File: config.mk
export PLATFORM = sky130hd
export DESIGN_NAME = scoreboard_button_ctrl
export DESIGN_NICKNAME = d
export VERILOG_FILES = /design/src/rtl/scoreboard_button_ctrl.sv
export SDC_FILE = /design/constraint.sdc
export NUM_CORES = 1
export LEC_CHECK = 0
export CAP_MARGIN = 5
export CORE_MARGIN = 5
export CORE_UTILIZATION = 40
export DETAILED_ROUTE_END_ITERATION = 10
export PLACE_DENSITY = 0.52
export SLEW_MARGIN = 20
export SYNTH_ARGS = -nofsm -noshare
export SYNTH_HDL_FRONTEND = slang
export SYNTH_SLANG_ARGS = --single-unit
File: constraint.sdc
create_clock -name clk -period 6 [get_ports clk]
set_input_delay 0.9 -clock clk [delete_from_list [all_inputs] [get_ports clk]]
set_output_delay 0.9 -clock clk [all_outputs]
set_load 0.02 [all_outputs]
File: src/rtl/scoreboard_button_ctrl.sv
// Button front end for the two-digit BCD scoreboard counter.
// Each raw button goes through a 2-flop synchroniser and then a debouncer.
// A two-state FSM (IDLE/HOLD) turns debounced presses into single-cycle,
// mutually exclusive inc/dec/erase pulses. Priority is erase > inc > dec.
// Optional build macro AUTOREPEAT_EN: while up/down is held, extra pulses
// follow after REPEAT_DELAY cycles and then every REPEAT_PERIOD cycles.
module scoreboard_button_ctrl #(
  parameter int DEBOUNCE_CYCLES = 250000,
  parameter int REPEAT_DELAY    = 25000000,
  parameter int REPEAT_PERIOD   = 5000000
) (
  input  logic clk,
  input  logic rst,
  input  logic up_btn_i,
  input  logic down_btn_i,
  input  logic clear_btn_i,
  output logic inc_o,
  output logic dec_o,
  output logic erase_o,
  output logic busy_o
);

  localparam int DB_W = $clog2(DEBOUNCE_CYCLES + 1);
  localparam logic [DB_W-1:0] DB_LAST = DB_W'(DEBOUNCE_CYCLES - 1);

  typedef enum logic {IDLE = 1'b0, HOLD = 1'b1} state_t;

  // Button bit order everywhere: [0]=up, [1]=down, [2]=clear
  logic [2:0] raw_btn;
  logic [2:0] sync1_q;
  logic [2:0] sync2_q;
  logic [2:0] db_lvl;
  logic [2:0] db_prev_q;
  logic [2:0] press;
  logic [2:0] win;

  state_t     state_q, state_d;
  logic [2:0] owner_q, owner_d;
  logic       held;
  logic       rep_fire;
  logic       inc_q, inc_d;
  logic       dec_q, dec_d;
  logic       erase_q, erase_d;

  assign raw_btn = {clear_btn_i, down_btn_i, up_btn_i};

  // Two-flop synchroniser for the asynchronous raw buttons
  always_ff @(posedge clk or posedge rst) begin
    if (rst) begin
      sync1_q <= '0;
      sync2_q <= '0;
    end else begin
      sync1_q <= raw_btn;
      sync2_q <= sync1_q;
    end
  end

  genvar gi;
  generate
    for (gi = 0; gi < 3; gi++) begin : g_db
      logic [DB_W-1:0] cnt_q, cnt_d;
      logic            lvl_q, lvl_d;

      // Count consecutive disagreeing samples and flip the level on the last one
      always_comb begin
        cnt_d = cnt_q;
        lvl_d = lvl_q;
        if (sync2_q[gi] == lvl_q) begin
          cnt_d = '0;
        end else if (cnt_q == DB_LAST) begin
          cnt_d = '0;
          lvl_d = ~lvl_q;
        end else begin
          cnt_d = cnt_q + 1'b1;
        end
      end

      // Debounce counter and debounced level registers
      always_ff @(posedge clk or posedge rst) begin
        if (rst) begin
          cnt_q <= '0;
          lvl_q <= 1'b0;
        end else begin
          cnt_q <= cnt_d;
          lvl_q <= lvl_d;
        end
      end

      assign db_lvl[gi] = lvl_q;
    end
  endgenerate

  // Delayed copy of the debounced levels for rising-edge (press) detection
  always_ff @(posedge clk or posedge rst) begin
    if (rst) begin
      db_prev_q <= '0;
    end else begin
      db_prev_q <= db_lvl;
    end
  end

  assign press = db_lvl & ~db_prev_q;
  assign win   = press[2] ? 3'b100 :
                 press[0] ? 3'b001 :
                 press[1] ? 3'b010 : 3'b000;
  assign held  = |(db_lvl & owner_q);

`ifdef AUTOREPEAT_EN
  localparam int REP_MAX = (REPEAT_DELAY > REPEAT_PERIOD) ? REPEAT_DELAY : REPEAT_PERIOD;
  localparam int REP_W   = $clog2(REP_MAX + 1);
  localparam logic [REP_W-1:0] DELAY_LAST  = REP_W'(REPEAT_DELAY - 1);
  localparam logic [REP_W-1:0] PERIOD_LAST = REP_W'(REPEAT_PERIOD - 1);

  logic [REP_W-1:0] rep_cnt_q, rep_cnt_d;
  logic             rep_first_q, rep_first_d;
  logic             rep_active;

  // Only a held up/down button repeats; the owner dropping ends the run
  assign rep_active = (state_q == HOLD) && held && !owner_q[2];
  assign rep_fire   = rep_active &&
                      (rep_first_q ? (rep_cnt_q == DELAY_LAST) : (rep_cnt_q == PERIOD_LAST));

  // Repeat counter: idle at zero outside an active hold, restart after each pulse
  always_comb begin
    rep_cnt_d   = rep_cnt_q;
    rep_first_d = rep_first_q;
    if (!rep_active) begin
      rep_cnt_d   = '0;
      rep_first_d = 1'b1;
    end else if (rep_fire) begin
      rep_cnt_d   = '0;
      rep_first_d = 1'b0;
    end else begin
      rep_cnt_d   = rep_cnt_q + 1'b1;
    end
  end

  // Repeat counter registers
  always_ff @(posedge clk or posedge rst) begin
    if (rst) begin
      rep_cnt_q   <= '0;
      rep_first_q <= 1'b1;
    end else begin
      rep_cnt_q   <= rep_cnt_d;
      rep_first_q <= rep_first_d;
    end
  end
`else
  assign rep_fire = 1'b0;
`endif

  // FSM state, owning button and registered command outputs
  always_ff @(posedge clk or posedge rst) begin
    if (rst) begin
      state_q <= IDLE;
      owner_q <= '0;
      inc_q   <= 1'b0;
      dec_q   <= 1'b0;
      erase_q <= 1'b0;
    end else begin
      state_q <= state_d;
      owner_q <= owner_d;
      inc_q   <= inc_d;
      dec_q   <= dec_d;
      erase_q <= erase_d;
    end
  end

  // Next state: accept one press in IDLE, leave HOLD once the owner is released
  always_comb begin
    state_d = state_q;
    owner_d = owner_q;
    case (state_q)
      IDLE: begin
        if (|press) begin
          state_d = HOLD;
          owner_d = win;
        end
      end
      HOLD: begin
        if (!held) begin
          state_d = IDLE;
          owner_d = '0;
        end
      end
      default: begin
        state_d = IDLE;
        owner_d = '0;
      end
    endcase
  end

  // Command decode: press winner in IDLE, repeat pulses of the owner in HOLD
  always_comb begin
    inc_d   = 1'b0;
    dec_d   = 1'b0;
    erase_d = 1'b0;
    if (state_q == IDLE) begin
      inc_d   = win[0];
      dec_d   = win[1];
      erase_d = win[2];
    end else if (rep_fire) begin
      inc_d   = owner_q[0];
      dec_d   = owner_q[1];
    end
  end

  assign inc_o   = inc_q;
  assign dec_o   = dec_q;
  assign erase_o = erase_q;
  assign busy_o  = (state_q == HOLD);

endmodule

==> impl_metrics.env, run 1 <==
export IMPL_outcome="complete, no violations"
export IMPL_avgViaCountPerCell=5.14
export IMPL_maxCapViolations=0
export IMPL_place_ws_ns=3.77
export IMPL_gp_congestion=0.788
export IMPL_ioPinCount=9
export IMPL_top_usage_layer="met2"
export IMPL_routed_wl_mm=6.05
export IMPL_drive_gt1_share_pct=7.65
export IMPL_startpoint_type="flip-flop"
export IMPL_worstSkewPairLatency_ns=0.35
export IMPL_cp_num_buf_inv=1
export IMPL_finalCritPeriodShare_pct=39.9
export IMPL_slew_violations=0
export IMPL_core_region_area_sq_um=8260
export IMPL_grt_remaining_overflow=0
export IMPL_p_per_area_nw_per_um2=252
export IMPL_syn_nets=329
export IMPL_firstDrtPassIters=4
export IMPL_clock_skew_ns=0.00855
export IMPL_crit_path_max_fanout=9
export IMPL_drc=0
export IMPL_crit_path_max_incr_delay_ns=0.66
export IMPL_crit_required_ns=5.10
export IMPL_syn_avg_cell_area_sq_um=10.6
export IMPL_cp_arrival_ns=1.49
export IMPL_fp_dieH_um=102
export IMPL_finalSetupTns_ns=0
export IMPL_cpMaxStageDelayCell="clkdlybuf4s50_1"
export IMPL_synthToLayoutAreaGrowth_pct=11.8
export IMPL_grt_usage_pct=13.0
export IMPL_cts_setup_buffers=0
export IMPL_power_leakage_nw=1.60
export IMPL_grt_max_degree=74
export IMPL_grt_pass1_wl_mm=10.7
export IMPL_dp_hpwl_mm=3.88
export IMPL_cts_tree="yes"
export IMPL_final_hold_violation_count=0
export IMPL_cts_buffers=9
export IMPL_critPathTopFamily="buffers and inverters"
export IMPL_relSlewSlack_pct=36.3
export IMPL_clk_pin_slew_worst_paths_ns=0.07
export IMPL_grt_use_met1_pct=17.1
export IMPL_cts_hold_fix_buffers=0
export IMPL_endpoint_kind="primary output"
export IMPL_wl_per_cell_um=13.6
export IMPL_synth_most_common_cell="dfrtp_1"
export IMPL_htree_levels=3
export IMPL_clk_path_buf_depth=2
export IMPL_hold_path_class="reg -> reg"
export IMPL_synth_yosys_warnings=0
export IMPL_via_count=2286
export IMPL_synthTopCellsByArea="dfrtp_1 54%, xor2_1 6.7%, nor2_1 6.4%"
export IMPL_cp_cell_sequence="clkdlybuf4s50_1"
export IMPL_synth_top_area_cell="dfrtp_1"
export IMPL_first_global_vias=2315
export IMPL_ys_seq_elements=73
export IMPL_syn_area_sq_um=3390
export IMPL_worst_slew_pin_slew_ns=0.952
export IMPL_setup_viol=0
export IMPL_dp_cells=430
export IMPL_clock_sinks=73
export IMPL_synth_commonest_cells="73 x dfrtp_1, 58 x nor2_1, 26 x xor2_1"
export IMPL_met3_usage_pct=4.30
export IMPL_clk_root_buffer_cell="clkbuf_8"
export IMPL_rsz0062_at_grt="no"
export IMPL_row_count=33
export IMPL_post_layout_nonfiller_instances=445
export IMPL_drtIter0Drc=66
export IMPL_yosysSeqAreaShare_pct=53.9
export IMPL_synth_ff_type="dfrtp_1"
export IMPL_die_w_um=102
export IMPL_synth_top_area_share_pct=53.9
export IMPL_grt_util_met2_pct=19.8
export IMPL_antenna_cells=0
export IMPL_crit_type="reg -> out"
export IMPL_die_area_sq_um=10400
export IMPL_ir_worst_vdd_mv=0.134
export IMPL_min_period_ns=2.39
export IMPL_drt_antenna_violating_nets=0
export IMPL_fmax_mhz=418
export IMPL_syn_inst=321
export IMPL_yosysUniqueCellTypes=38
export IMPL_synth_async_reset_ratio_pct=100
export IMPL_cts_resized=0
export IMPL_synth_edf_count=0
export IMPL_antenna_found_initial=0
export IMPL_initial_core_util_pct=41.1
export IMPL_io_buffers=8
export IMPL_nets=344
export IMPL_fin_ws_ns=3.61
## through the flow
step / util [%] / power, W / cell area (sq um) / hold WS (ns)
after detailed placement: 43.3 / 0.000545 / 3570 / 0.336
after CTS: 45.9 / 0.000974 / 3790 / 0.350
after global routing: 45.9 / 0.00100 / 3790 / 0.349
after floorplan: - / 0.000536 / 3390 / 0.331
after global placement: 43.3 / 0.000545 / 3570 / 0.333
final: 45.9 / 0.000956 / 3790 / 0.351
## metal layers
layer,vias to the layer above,share of wire [%]
met1,1106,50
li1,1148,-
met4,0,1.3
met5,-,0
met3,10,3.2
met2,22,45
## logic make-up (layout without fill, tap and decap cells)
kind of cell	count (synthesis)	count (layout)	share of synthesized area [%]
compound gates	22	22	5.35
xor+xnor	45	45	11.6
fa+ha+maj	3	3	1.11
buf+inv	14	33	2.03
flops	73	73	53.9
mux	3	3	0.996
simple gates	161	161	25.0
## final timing paths
check / startpoint / to / slack, ns / cells after the start
max: busy_o / busy_o / 3.61 / 1
min: sync1_q[1] / sync2_q[1] / 0.35 / 0
max reg2reg: g_db[1].cnt_q[13] / g_db[1].cnt_q[11] / 3.78 / 4
min reg2reg: sync1_q[1] / sync2_q[1] / 0.35 / 0
max in group asynchronous: rst / g_db[1].cnt_q[7] / 4.27 / 3
min in group asynchronous: rst / sync1_q[1] / 1.15 / 3
## sequential cells by signal, indices dropped and copies added (netlist names), 3 cells and up
signal and cells:
g_db.cnt_q 54, owner_q 3, sync1_q 3, db_prev_q 3, g_db.lvl_q 3, sync2_q 3
## report_power, final
part / leakage [nW] / switching [W] / internal [W]
clock: 0.104 / 0.000180 / 0.000242
combinational: 0.498 / 0.0000201 / 0.00000901
sequential: 0.999 / 0.00000583 / 0.000499
## cells in the final DEF, fill, tap and decap left out, types with 4 or more instances in the layout
master,Yosys,final
dfrtp_1,73,73
nor2_1,58,58
xor2_1,26,26
nand3_1,22,22
xnor2_1,19,19
nand4_1,16,16
nand2_1,16,16
and4_1,12,12
clkbuf_8,0,10
inv_1,9,8
clkdlybuf4s50_1,0,8
nand2b_1,6,6
a21oi_1,6,6
or4_1,5,5
nor4_1,5,5
nor3_1,5,5
o21ai_0,4,4
## final cells by class
type                            count  area (sq um)
Timing Repair Buffer                9          87.6
Tap cell                          105           131
Fill cell                         800          4470
Inverter                            9          33.8
Multi-Input combinational cell    234          1500
Clock inverter                      5          80.1
Clock buffer                       10           138
Sequential cell                    73          1830
## worst register-to-register path, stage by stage, from the launching register on
cell and delay [ns]:
dfrtp_1 0.45, or4b_1 0.54, or4_4 0.54, o21ai_4 0.42, nor2_1 0.13
(Power assumes the default switching activity.)
==> run 2: changes to the inputs <==
--- a/config.mk
+++ b/config.mk
@@ -9,7 +9,7 @@
 export CORE_MARGIN = 5
 export CORE_UTILIZATION = 40
 export DETAILED_ROUTE_END_ITERATION = 10
-export PLACE_DENSITY = 0.52
+export PLACE_DENSITY = 0.54
 export SLEW_MARGIN = 20
 export SYNTH_ARGS = -nofsm -noshare
 export SYNTH_HDL_FRONTEND = slang
==> constraint.sdc (replaced) <==
create_clock -name clk -period 2.1 [get_ports clk]
set_input_delay 0.315 -clock clk [delete_from_list [all_inputs] [get_ports clk]]
set_output_delay 0.315 -clock clk [all_outputs]
set_load 0.02 [all_outputs]
==> run 2 against run 1 <==
- critical path depth grew 3
- critical endpoint is now g_db[1].lvl_q
- final area increased by 3.1%
- critical path type is now reg -> reg
- core utilization up 1.4 points
- cell count grew 3.6%
- clock skew increased by 0.0063 ns
- routed wire length fell by 0.99%
==> impl_metrics.env, run 2 (synthesis results as in run 1) <==
export IMPL_outcome="complete, no violations"
export IMPL_drc=0
export IMPL_worst_slew_pin_slew_ns=0.555
export IMPL_cpMaxStageDelayCell="or4_4"
export IMPL_holdWs_ns=0.353
export IMPL_grt_usage_pct=13.4
export IMPL_fillerInstances=800
export IMPL_slew_violations=0
export IMPL_clk_path_buf_depth=2
export IMPL_largest_register_ff_count=54
export IMPL_clk_root_buffer_cell="clkbuf_8"
export IMPL_met3_usage_pct=3.96
export IMPL_antenna_cells=0
export IMPL_final_cell_mix="73 x dfrtp_1, 58 x nor2_1, 26 x xor2_1"
export IMPL_post_layout_nonfiller_instances=461
export IMPL_finalSetupTns_ns=0
export IMPL_initial_core_util_pct=41.1
export IMPL_dp_hpwl_mm=4.19
export IMPL_clock_skew_ns=0.0149
export IMPL_top_register="g_db.cnt_q"
export IMPL_nets=359
export IMPL_routed_wl_mm=5.99
export IMPL_relSlewSlack_pct=62.9
export IMPL_cts_setup_buffers=0
export IMPL_startpoint_type="flip-flop"
export IMPL_cts_tree="yes"
export IMPL_final_util_pct=47.3
export IMPL_die_area_sq_um=10400
export IMPL_fin_ws_ns=0.0839
export IMPL_drt_antenna_violating_nets=0
export IMPL_crit_path_max_incr_delay_ns=0.54
export IMPL_antenna_found_initial=0
export IMPL_htree_levels=3
export IMPL_p_per_area_nw_per_um2=653
export IMPL_row_count=33
export IMPL_drtIter0Drc=63
export IMPL_avgViaCountPerCell=5.15
export IMPL_setup_viol=0
export IMPL_fp_dieH_um=102
export IMPL_worstSkewPairLatency_ns=0.35
export IMPL_fmax_mhz=496
export IMPL_cp_num_buf_inv=0
export IMPL_ir_worst_vdd_mv=0.319
export IMPL_grt_pass1_wl_mm=11.0
export IMPL_clock_sinks=73
export IMPL_cp_cell_sequence="or4b_1, or4_4, nor2_1, mux2_2"
export IMPL_die_w_um=102
export IMPL_crit_required_ns=2.34
export IMPL_top_usage_layer="met2"
export IMPL_clk_pin_slew_worst_paths_ns=0.09
export IMPL_place_ws_ns=0.0914
export IMPL_cp_arrival_ns=2.26
export IMPL_hold_path_class="reg -> reg"
export IMPL_synthToLayoutAreaGrowth_pct=15.3
export IMPL_grt_use_met1_pct=18.5
export IMPL_wl_per_cell_um=13.0
export IMPL_final_common_cell="dfrtp_1"
export IMPL_via_count=2372
export IMPL_min_period_ns=2.02
export IMPL_rsz0062_at_grt="no"
export IMPL_grt_max_degree=32
export IMPL_cts_hold_fix_buffers=0
export IMPL_dp_cells=445
export IMPL_power_leakage_nw=1.67
export IMPL_first_global_vias=2350
export IMPL_drive_gt1_share_pct=11.8
export IMPL_cts_buffers=9
export IMPL_maxCapViolations=0
export IMPL_io_buffers=8
export IMPL_core_region_area_sq_um=8260
export IMPL_grt_util_met2_pct=20.0
export IMPL_cts_resized=0
export IMPL_gp_congestion=0.813
export IMPL_finalCritPeriodShare_pct=96.0
export IMPL_firstDrtPassIters=4
export IMPL_critPathTopFamily="simple AND/OR/NAND/NOR gates"
export IMPL_ioPinCount=9
export IMPL_final_hold_violation_count=0
export IMPL_endpoint_kind="flip-flop"
export IMPL_crit_type="reg -> reg"
export IMPL_crit_path_max_fanout=2
export IMPL_grt_remaining_overflow=0
==> run 2: cell types whose count changed in the layout (fill, tap and decap cells not counted), sizes merged <==
cell	before	now
clkinvlp	2	4
clkbuf	10	9
inv	9	12
bufinv	2	0
clkinv	1	0
buf	1	16
==> run 2: final timing paths <==
kind	startpoint	endpoint	slack, ns	cells past startpoint
setup / recovery	g_db[1].cnt_q[13]	g_db[1].lvl_q	0.08	4
hold / removal	sync1_q[1]	sync2_q[1]	0.35	0
setup reg to reg	g_db[1].cnt_q[13]	g_db[1].lvl_q	0.08	4
hold reg to reg	sync1_q[1]	sync2_q[1]	0.35	0
max in group asynchronous	rst	g_db[2].cnt_q[10]	1.22	3
min in group asynchronous	rst	g_db[0].cnt_q[13]	0.36	2
==> run 2: layout make-up <==
class	count	area, sq um	area share (%)
Tap cell	105	131	3.36
Clock inverter	7	57.6	1.47
Multi-Input combinational cell	234	1500	38.2
Sequential cell	73	1830	46.7
Clock buffer	9	124	3.17
Inverter	9	37.5	0.960
Timing Repair Buffer	24	238	6.08
==> run 2: power by group <==
part / internal (W) / switching (W) / leakage (nW)
logic: 0.0000393 / 0.0000613 / 0.586
clock network: 0.000444 / 0.000566 / 0.0833
registers: 0.00142 / 0.0000164 / 0.999
==> run 2: layer usage <==
layer,vias to the layer above,part of all wire (%)
li1,1191,-
met1,1154,51
met2,22,45
met3,5,2.9
met4,0,0.85
met5,-,0
==> run 2: worst register-to-register path, cell delays in order, from the launching register on <==
cell	delay (ns)
dfrtp_1	0.38
or4b_1	0.52
or4_4	0.54
nor2_1	0.13
mux2_2	0.34
==> run 2: stage by stage <==
step / power (W) / cell area (sq um)
global placement: 0.00157 / 3730
floorplan: 0.00153 / 3390
detailed placement: 0.00157 / 3730
finish: 0.00255 / 3910
global route: 0.00268 / 3910
CTS: 0.00260 / 3910
